### config.mk
export PLATFORM = sky130hd
export DESIGN_NAME = mul_div_unit_flat
export DESIGN_NICKNAME = d
export VERILOG_FILES = /design/src/rtl/mul_div_unit_pkg.sv /design/src/rtl/mul_div_unit_if.sv /design/src/rtl/mul_div_unit_step.sv /design/src/rtl/mul_div_unit.sv /design/src/flat_wrapper.sv
export SDC_FILE = /design/constraint.sdc
export NUM_CORES = 1
export LEC_CHECK = 0
export ABC_CLOCK_PERIOD_IN_PS = 4220
export BUFFER_PORTS_ARGS = -buffer_cell sky130_fd_sc_hd__clkbuf_2
export CAP_MARGIN = 20
export CORE_MARGIN = 3
export CORE_UTILIZATION = 55
export DETAILED_ROUTE_END_ITERATION = 7
export HOLD_SLACK_MARGIN = 0.03
export PLACE_DENSITY = 0.75
export SYNTH_ARGS = -nofsm -noshare
export SYNTH_HDL_FRONTEND = slang
export SYNTH_SLANG_ARGS = --single-unit
### constraint.sdc
create_clock -name clock -period 4.22 [get_ports clock]
set_input_delay 0.844 -clock clock [delete_from_list [all_inputs] [get_ports clock]]
set_output_delay 0.844 -clock clock [all_outputs]
set_load 0.02 [all_outputs]
### src/rtl/mul_div_unit_pkg.sv
// Shared types and constants for the iterative multiply/divide unit.
package mul_div_unit_pkg;

  localparam int WIDTH      = 32;
  localparam int REG_ADDR_W = 5;

  typedef enum logic [1:0] {
    MD_MUL   = 2'b00,
    MD_MULHU = 2'b01,
    MD_DIVU  = 2'b10,
    MD_REMU  = 2'b11
  } md_op_e;

  typedef enum logic [1:0] {
    MD_IDLE = 2'b00,
    MD_RUN  = 2'b01,
    MD_DONE = 2'b10
  } md_state_e;

  // High-half ops (MULHU) and the remainder (REMU) live in the upper shift register.
  function automatic logic result_from_hi(md_op_e op);
    return (op == MD_MULHU) || (op == MD_REMU);
  endfunction

endpackage

### src/rtl/mul_div_unit_if.sv
// Request/write-back bundle between the execute stage and the multiply/divide unit.
interface mul_div_unit_if
  import mul_div_unit_pkg::*;
#(
  parameter int WIDTH      = mul_div_unit_pkg::WIDTH,
  parameter int REG_ADDR_W = mul_div_unit_pkg::REG_ADDR_W
);

  logic                  md_start;
  md_op_e                md_op;
  logic [WIDTH-1:0]      md_rs1;
  logic [WIDTH-1:0]      md_rs2;
  logic [REG_ADDR_W-1:0] md_rd;
  logic                  md_busy;
  logic                  md_done;
  logic                  md_we;
  logic [REG_ADDR_W-1:0] md_rd_out;
  logic [WIDTH-1:0]      md_result;

  modport master (
    output md_start, md_op, md_rs1, md_rs2, md_rd,
    input  md_busy, md_done, md_we, md_rd_out, md_result
  );

  modport slave (
    input  md_start, md_op, md_rs1, md_rs2, md_rd,
    output md_busy, md_done, md_we, md_rd_out, md_result
  );

endinterface

### src/rtl/mul_div_unit_step.sv
// One iteration of shift-add multiply or restoring divide over the shared {hi, lo} register pair.
module mul_div_unit_step #(
  parameter int WIDTH = 32
) (
  input  logic             is_div,
  input  logic [WIDTH-1:0] hi,
  input  logic [WIDTH-1:0] lo,
  input  logic [WIDTH-1:0] rs2,
  output logic [WIDTH-1:0] hi_next,
  output logic [WIDTH-1:0] lo_next
);

  logic [WIDTH-1:0] addend;
  logic [WIDTH:0]   sum;
  logic [WIDTH:0]   rem_sh;
  logic [WIDTH-1:0] rem_sub;

  // Compute both algorithms' next values and select by operation class.
  always_comb begin
    // NOTE: every output gets a default first so no branch can leave one unassigned (no latch).
    hi_next = hi;
    lo_next = lo;
    addend  = lo[0] ? rs2 : {WIDTH{1'b0}};
    sum     = {1'b0, hi} + {1'b0, addend};
    // Shifted partial remainder needs one extra bit; after a restore it always fits back in WIDTH.
    rem_sh  = {hi, lo[WIDTH-1]};
    rem_sub = rem_sh[WIDTH-1:0] - rs2;
    if (is_div) begin
      if (rem_sh >= {1'b0, rs2}) begin
        hi_next = rem_sub;
        lo_next = {lo[WIDTH-2:0], 1'b1};
      end else begin
        hi_next = rem_sh[WIDTH-1:0];
        lo_next = {lo[WIDTH-2:0], 1'b0};
      end
    end else begin
      hi_next = sum[WIDTH:1];
      lo_next = {sum[0], lo[WIDTH-1:1]};
    end
  end

endmodule

### src/rtl/mul_div_unit.sv
// Iterative unsigned MUL/MULHU/DIVU/REMU execute stage with register-file write-back outputs.
module mul_div_unit
  import mul_div_unit_pkg::*;
#(
  parameter int WIDTH      = mul_div_unit_pkg::WIDTH,
  parameter int REG_ADDR_W = mul_div_unit_pkg::REG_ADDR_W
) (
  input logic           clock,
  input logic           reset,
  mul_div_unit_if.slave md
);

  localparam int CNT_W = $clog2(WIDTH);

  md_state_e             state_q, state_d;
  logic [CNT_W-1:0]      count_q;
  md_op_e                op_q;
  logic [WIDTH-1:0]      rs2_q;
  logic [REG_ADDR_W-1:0] rd_q;
  logic [WIDTH-1:0]      hi_q, lo_q;
  logic [WIDTH-1:0]      hi_next, lo_next;
  logic [WIDTH-1:0]      result_q;
  logic [REG_ADDR_W-1:0] rd_out_q;
  logic                  last_iter;

  assign last_iter = (count_q == CNT_W'(WIDTH - 1));

  mul_div_unit_step #(.WIDTH(WIDTH)) u_step (
    .is_div  (op_q[1]),
    .hi      (hi_q),
    .lo      (lo_q),
    .rs2     (rs2_q),
    .hi_next (hi_next),
    .lo_next (lo_next)
  );

  // Next-state logic: accept only in IDLE, run WIDTH iterations, pulse DONE for one cycle.
  always_comb begin
    state_d = state_q;
    case (state_q)
      MD_IDLE: if (md.md_start) state_d = MD_RUN;
      MD_RUN:  if (last_iter)   state_d = MD_DONE;
      MD_DONE: state_d = MD_IDLE;
      default: state_d = MD_IDLE;
    endcase
  end

  // State register.
  always_ff @(posedge clock) begin
    // NOTE: non-blocking assignments so every register updates from the same pre-edge values.
    if (reset) state_q <= MD_IDLE;
    else       state_q <= state_d;
  end

  // Operand capture, iteration datapath and write-back result registers.
  always_ff @(posedge clock) begin
    // NOTE: the datapath is cleared on reset as well, so an aborted operation leaves nothing behind.
    if (reset) begin
      count_q  <= '0;
      op_q     <= MD_MUL;
      rs2_q    <= '0;
      rd_q     <= '0;
      hi_q     <= '0;
      lo_q     <= '0;
      result_q <= '0;
      rd_out_q <= '0;
    end else begin
      case (state_q)
        MD_IDLE: begin
          if (md.md_start) begin
            op_q    <= md.md_op;
            rs2_q   <= md.md_rs2;
            rd_q    <= md.md_rd;
            hi_q    <= '0;
            lo_q    <= md.md_rs1;
            count_q <= '0;
          end
        end
        MD_RUN: begin
          hi_q    <= hi_next;
          lo_q    <= lo_next;
          count_q <= count_q + CNT_W'(1);
          if (last_iter) begin
            result_q <= result_from_hi(op_q) ? hi_next : lo_next;
            rd_out_q <= rd_q;
          end
        end
        default: ;
      endcase
    end
  end

  assign md.md_busy   = (state_q != MD_IDLE);
  assign md.md_done   = (state_q == MD_DONE);
  assign md.md_we     = (state_q == MD_DONE);
  assign md.md_rd_out = rd_out_q;
  assign md.md_result = result_q;

endmodule

### src/flat_wrapper.sv
// flat-port wrapper written by rule: the top's interface ports become plain ports
module mul_div_unit_flat import mul_div_unit_pkg::*;
#(
  parameter int WIDTH      = mul_div_unit_pkg::WIDTH,
  parameter int REG_ADDR_W = mul_div_unit_pkg::REG_ADDR_W
)
  (clock, reset, md_md_start, md_md_op, md_md_rs1, md_md_rs2, md_md_rd, md_md_busy, md_md_done, md_md_we, md_md_rd_out, md_md_result);
  mul_div_unit_if #(.WIDTH(WIDTH), .REG_ADDR_W(REG_ADDR_W)) md_i ();
  input logic clock;
  input logic reset;
  input wire logic [$bits(md_i.md_start)-1:0] md_md_start;
  input wire logic [$bits(md_i.md_op)-1:0] md_md_op;
  input wire logic [$bits(md_i.md_rs1)-1:0] md_md_rs1;
  input wire logic [$bits(md_i.md_rs2)-1:0] md_md_rs2;
  input wire logic [$bits(md_i.md_rd)-1:0] md_md_rd;
  output wire logic [$bits(md_i.md_busy)-1:0] md_md_busy;
  output wire logic [$bits(md_i.md_done)-1:0] md_md_done;
  output wire logic [$bits(md_i.md_we)-1:0] md_md_we;
  output wire logic [$bits(md_i.md_rd_out)-1:0] md_md_rd_out;
  output wire logic [$bits(md_i.md_result)-1:0] md_md_result;
  assign md_i.md_start = md_md_start;
  assign md_i.md_op = md_md_op;
  assign md_i.md_rs1 = md_md_rs1;
  assign md_i.md_rs2 = md_md_rs2;
  assign md_i.md_rd = md_md_rd;
  assign md_md_busy = md_i.md_busy;
  assign md_md_done = md_i.md_done;
  assign md_md_we = md_i.md_we;
  assign md_md_rd_out = md_i.md_rd_out;
  assign md_md_result = md_i.md_result;
  mul_div_unit #(.WIDTH(WIDTH), .REG_ADDR_W(REG_ADDR_W)) u_core (.clock(clock), .reset(reset), .md(md_i));
endmodule
* Word-level counts from Yosys, hierarchy flattened
Index checks and enable logic that the tools add are counted.
Word-level totals: register bits after elaboration 147, input port bits 74, output and inout bits 40, logic and storage cells 43
Operators by class: add/sub/neg operators 3, order comparisons 1, eq/ne operators 7, mux-type cells 15, reduce and logical (&&, ||, !) cells 8
Operator list (number):
- 32-bit two-way mux | 7
- 32-bit one-hot mux with 2 select lines | 2
- 32-bit by 32-bit adder with 33-bit output | 1
- 33-bit by 32-bit greater-or-equal comparator with 1-bit output | 1
- 32-bit subtractor | 1
- 5-bit one-hot mux with 2 select lines | 1
- 2-bit AND reduction | 4
- 5-bit by 1-bit adder with 5-bit output, second input constant | 1
- 5-bit == test, second input constant | 1
- 5-bit two-way mux | 1
- 2-bit by 1-bit == test with 1-bit output, second input constant | 2
- 2-bit == test, second input constant | 2
- 2-bit two-way mux | 2
- 2-bit one-hot mux with 2 select lines | 1
- 2-bit nonzero test | 2
- 2-bit zero test | 1
- 2-bit by 1-bit inequality test with 1-bit output, second input constant | 1
- 2-bit inequality test, second input constant | 1
- 1-bit logical OR | 1
- 1-bit two-way mux | 1

* Longest topological paths before layout
depth in word-level cells 4, mapped depth 15, mapped depth without buffers 14

* By module
From an unflattened synthesis, not the netlist that was laid out.
Second synthesis, totals: cell total of the unflattened synthesis 1416, area, all modules 10755.3 um^2
Modules (own cells, without submodules):
- mul_div_unit | instances 1, cells an instance 694, area each 5849.4 um^2, sequential area each 2942.8 um^2
- mul_div_unit_step | instances 1, cells an instance 722, area each 4906.0 um^2, sequential area each 0.0 um^2

* Worst setup path after synthesis
No wires, ideal clock.
path kind register to register, from register u_core.lo_q[0], to register u_core.result_q[30], in the netlist u_core.md.md_result[30], setup time 117 ps, arrival 3185 ps, data required time 4103 ps, setup slack 919 ps, cell stages (with the launch flop) 14, buffers on the path 2, clock period less this slack 3301 ps, cells stage by stage dfxtp_1 -> clkbuf_1 -> and2_1 -> ha_1 -> clkbuf_1 -> nand2_1 -> nor3_1 -> nand4_1 -> o21a_1 -> a2111oi_0 -> nor2_1 -> a2111oi_0 -> nand2_1 -> a22o_1
Between the ends: longest elaborated chain between the ends 4
Ends and longest elaborated chain:
- start: declaration | line mul_div_unit.sv:20 | logic [WIDTH-1:0] hi_q, lo_q;
- start signal: assignment | line mul_div_unit.sv:75 | lo_q <= md.md_rs1;
- start signal: assignment | line mul_div_unit.sv:81 | lo_q <= lo_next;
- 32-bit two-way mux | line mul_div_unit_step.sv:23 | addend = lo[0] ? rs2 : {WIDTH{1'b0}};
- 32-bit by 32-bit adder with 33-bit output | line mul_div_unit_step.sv:24 | sum = {1'b0, hi} + {1'b0, addend};
- 32-bit two-way mux | line mul_div_unit_step.sv:28 | if (is_div) begin
- 32-bit two-way mux | line mul_div_unit.sv:84 | result_q <= result_from_hi(op_q) ? hi_next : lo_next;
- end signal: assignment | line mul_div_unit.sv:84
- end: declaration | line mul_div_unit.sv:22 | logic [WIDTH-1:0] result_q;
Every way passes these cells. A chain may end at the register's enable or synchronous reset.

* Final worst setup path
from register u_core.rs2_q[10], to register u_core.result_q[4], in the netlist u_core.md.md_result[4]
Between the ends: longest elaborated chain between the ends 4
Ends and longest elaborated chain:
- start: declaration | line mul_div_unit.sv:18 | logic [WIDTH-1:0] rs2_q;
- start signal: assignment | line mul_div_unit.sv:72 | rs2_q <= md.md_rs2;
- 33-bit by 32-bit greater-or-equal comparator with 1-bit output | line mul_div_unit_step.sv:29 | if (rem_sh >= {1'b0, rs2}) begin
- 32-bit two-way mux | line mul_div_unit_step.sv:29
- 32-bit two-way mux | line mul_div_unit_step.sv:28
- 32-bit two-way mux | line mul_div_unit.sv:84
Every way passes these cells.

==> results.md <==
Power and ir drop:
- Summed over all cells, the static leakage comes to 4.864 nW.
- The total power density per cell area is 378.0 nW/um2.
- The peak supply drop is 297.8 uV.

Die:
- After floorplanning, the core was divided into 49 placement rows.
- The die height is 143.0 um.
- The die extent in x is 143.0 um.
- The area of the placeable core is 18210 um2.
- The area enclosed by the die boundary is 20460 um2.
- The initial cell density of the core is 56.72%.
- During I/O placement, the number of pins put on the boundary was 114.

Clock tree:
- The clock root buffer master is clkbuf_16.
- The number of buffers on the longest clock path is 2.
- The clock latency on the worst-skew pair is 430 ps.
- The number of buffers inserted during clock tree synthesis is 17.
- The clock tree synthesis step divided the H-tree into 4 levels.
- TritonCTS built the clock tree.
- The number of setup buffers added after CTS is 0.
- The clock slew seen by the registers of the worst setup and hold paths is 70 ps.
- The total number of clock tree sinks is 147.

Logic synthesis:
- The share of async-settable or async-resettable flops after synthesis is 0%.
- The synthesized instance count is 1347.
- The share of synthesized area occupied by flip-flops and latches is 28.49%.
- Sorting the synthesized cells by area gives the leading types as dfxtp_1 28%, ha_1 8.0%, a21oi_1 7.7%.
- The number of library cell types mapped by synthesis is 69.
- The synthesized netlist devotes 26.70% of its cell area to compound gates.
- The post-synthesis xor/xnor area fraction is 4.409%.
- After synthesis, the largest family of logic cells by area is compound AO/OA/AOI/OAI gates.
- The portion of synthesized area spent on multiplexers is 6.651%.
- The synthesized design contains 147 register bits.
- The dominant register cell in the synthesized netlist is dfxtp_1.
- The area share of the largest cell type after synthesis is 28.49%.
- The cell area after technology mapping is 10330 um2.
- A synthesized cell averages 7.668 um2.
- The synthesized netlist devotes 19.89% of its cell area to simple gates.
- The yosys synthesis warning count is 0.
- The biggest area contributor in the post-synthesis netlist is dfxtp_1.
- The number of synthesized flops with an enable pin is 0.
- Summing the areas of all fa, ha and maj instances in the mapped netlist gives 8.383% of the synthesized area.
- The net count of the mapped netlist is 1489.

Worst setup path:
- The worst register-to-register path begins at u_core.rs2_q[10]$_SDFFE_PP0P_.
- The worst setup path is captured at a flop.
- STA puts the critical path data arrival time at 4380 ps.
- In this run the worst path has a maximum fanout of 7.
- The register-to-register setup slack is 160 ps.
- The number of cells on the worst reg-to-reg path is 12.
- The critical path ends at u_core.md.md_result[4]$_SDFFE_PP0P_.
- The worst setup path is launched from a flop.
- The setup path with the least slack is of type reg2reg.
- In this run the critical register-to-register path is captured at u_core.md.md_result[4]$_SDFFE_PP0P_.
- The required time of the worst setup path is 4550 ps.
- The most critical setup path has its startpoint at u_core.rs2_q[10]$_SDFFE_PP0P_.

Run:
- The reported max-cap violation count is 0.

GRT:
- The number of global-route vias before repair is 9829.
- The total overflow left after global routing is 0.
- The overall global routing resource usage is 33.01%.
- The first-pass GRT wire length is 53480 um.
- The initial antenna violation count is 1.
- The maximum number of pins on one net before global-route repair is 73.

Routing:
- The count of unresolved DRC violations after routing is 0.
- The detailed router placed 10580 vias in this run.
- The number of DRC violations after detailed-routing iteration 0 is 931.
- The per-cell routed wire length is 20.32 um.
- The total wirelength of the detailed-routed design is 33750 um.
- The met2 wire length is 15990 um.
- The detailed route wirelength on metal3 is 2526 um.
- For this block, wires on met1 add up to 13970 um.
- After detailed routing, the number of vias per cell comes to 6.370.
- The number of nets still failing antenna checks after routing is 0.
- For this run, the detailed router's first-pass iteration total came to 6.
- The top layer reached by signal wires is met5.

STA:
- The top achievable clock speed is 0.2465 GHz.
- Of the available clock period, the critical path in the final layout requires 96.13%.
- The relative max-transition margin is 30.97%.
- The number of max-slew violations in the final report is 0.
- The final-layout setup total negative slack is 0 ps.
- The smallest clock period supported by the final layout is computed as 4057 ps.
- The number of endpoints failing setup at the final stage is 0.
- The number of failing hold endpoints at the final stage is 0.
- The worst path meets setup with 163.4 ps of slack.
- Setup repair after global routing left no endpoint under its margin.
- For the pin with the worst max-slew slack, the measured transition is 1034 ps.
- The worst clock skew is 14.43 ps.

Cells and area:
- The post-layout utilization of the core is 64.11%.
- The layout net count is 1561.
- The share of cells above drive strength 1 is 14.04%.
- The commonest non-fill, non-tap cell in the layout is nand2_1.
- In the layout the commonest cells are 180 x nand2_1, 158 x a21oi_1, 145 x dfxtp_1.
- The area added between synthesis and finish is 13.02%.
- The number of antenna diodes in the final layout is 0.
- Counting the fill cells in the layout gives 1653.
- The area of all placed cells without fillers is 11670 um2.

Run status:
- The flow ran to the end, and the final reports show no timing, DRC or antenna violations.

Hold path:
- The hold path startpoint is u_core.rd_q[2]$_SDFFE_PP0P_.
- The class of the tightest hold or removal check is reg2reg.

Placed design:
- The port buffer count is 113.
- The weighted congestion at the end of routability-driven global placement is 0.9977.
- The post-place instance area is 11080 um2.
- The HPWL after detailed placement is 24500 um.
- OpenSTA, run right after detailed placement, puts the worst setup slack at 340.9 ps.
-- critical path, cell delays in order (launching register included) --
cell and delay (ps):
dfxtp_1 350, inv_1 50, ha_1 400, a21oi_1 130, o21ai_0 290, a21oi_1 130, a211oi_2 400, o21ai_2 150
a2111oi_4 440, or2_1 530, mux2_1 420, mux4_2 470, a22o_1 200
-- per-stage QoR --
step                std cells  hold WS [ps]  power (W)
global placement         1628         437.4   0.002815
detailed placement       1629         445.9   0.002829
CTS                      1661         451.0   0.004390
floorplan                1347         428.7   0.002447
global route             1661         464.7   0.004591
finish                   1661         450.1   0.004413
-- report_power, final --
part / internal (W) / total (W) / switching [W] / leakage, nW
clock: 0.000893 / 0.00158 / 0.000683 / 0.287
combinational: 0.000512 / 0.00131 / 0.000795 / 3.38
sequential: 0.00145 / 0.00153 / 0.0000781 / 1.20
-- layout make-up --
type,instances,area [um2],share of cell area [%]
clock inverters,14,167.7,1.436
well taps,229,286.5,2.454
clock buffers,18,429.2,3.676
flip-flops and latches,147,2948,25.25
repair buffers,141,800.8,6.860
multi-input cells,1057,6835,58.55
inverters,55,206.4,1.768
-- cells by family after synthesis --
kind of cell	count (synthesis)
compound gates	416
buf+inv	143
simple gates	459
flops	147
xor+xnor	52
fa+ha+maj	68
mux	62
-- sequential cells by signal, summed over array words and instances (netlist names) --
| signal | count |
|---|---|
| u_core.md.md_result | 32 |
| u_core.rs2_q | 32 |
| u_core.md.md_rd_out | 5 |
| u_core.state_q | 2 |
| u_core.op_q | 2 |
| u_core.lo_q | 32 |
| u_core.count_q | 5 |
| u_core.hi_q | 32 |
| u_core.rd_q | 5 |
-- layer usage --
layer,up-vias,GRT usage (%)
li1,5001,-
met1,5010,43.96
met2,476,54.40
met3,91,4.889
met4,2,12.16
met5,-,0
-- timing repair --
item | 4_1_cts | 5_1_grt
gates resized for setup | 0 | 1
setup endpoints to repair | 0 | 1
hold endpoints to repair | 0 | 0
hold buffers | 0 | 0
-- synthesized netlist by cell type (5+ instances only) --
master      n
a211o_1    12
a211oi_1   21
a21o_1     25
a21oi_1   158
a221oi_1   29
a22o_1     14
a22oi_1     7
a311oi_1   12
a31oi_1    12
and2_1     36
and3_1     11
clkbuf_1   75
dfxtp_1   147
ha_1       66
inv_1      54
mux2_2     10
mux2i_1    45
nand2_1   181
nand2b_1    7
nand3_1    32
nand4_1    14
nor2_1    119
nor2b_1    11
nor3_1     27
nor4_1      5
o211ai_1    7
o21a_1     16
o21ai_0    53
o21bai_1    8
o22ai_1     8
o311ai_0    5
or3_1       9
xnor2_1    31
xor2_1     21
-- how the worst min path moves through the flow --
stage,slack (ps),end,cells after the start
after floorplan,430,u_core.count_q[3]$_SDFFE_PP0P_,1
after global placement,440,u_core.md.md_rd_out[2]$_SDFFE_PP0P_,2
after detailed placement,450,u_core.md.md_rd_out[2]$_SDFFE_PP0P_,2
after CTS,450,u_core.md.md_rd_out[2]$_SDFFE_PP0P_,2
after global routing,460,u_core.md.md_rd_out[1]$_SDFFE_PP0P_,2
final,450,u_core.md.md_rd_out[2]$_SDFFE_PP0P_,2
Note: power is estimated with default switching activity, not from simulation.
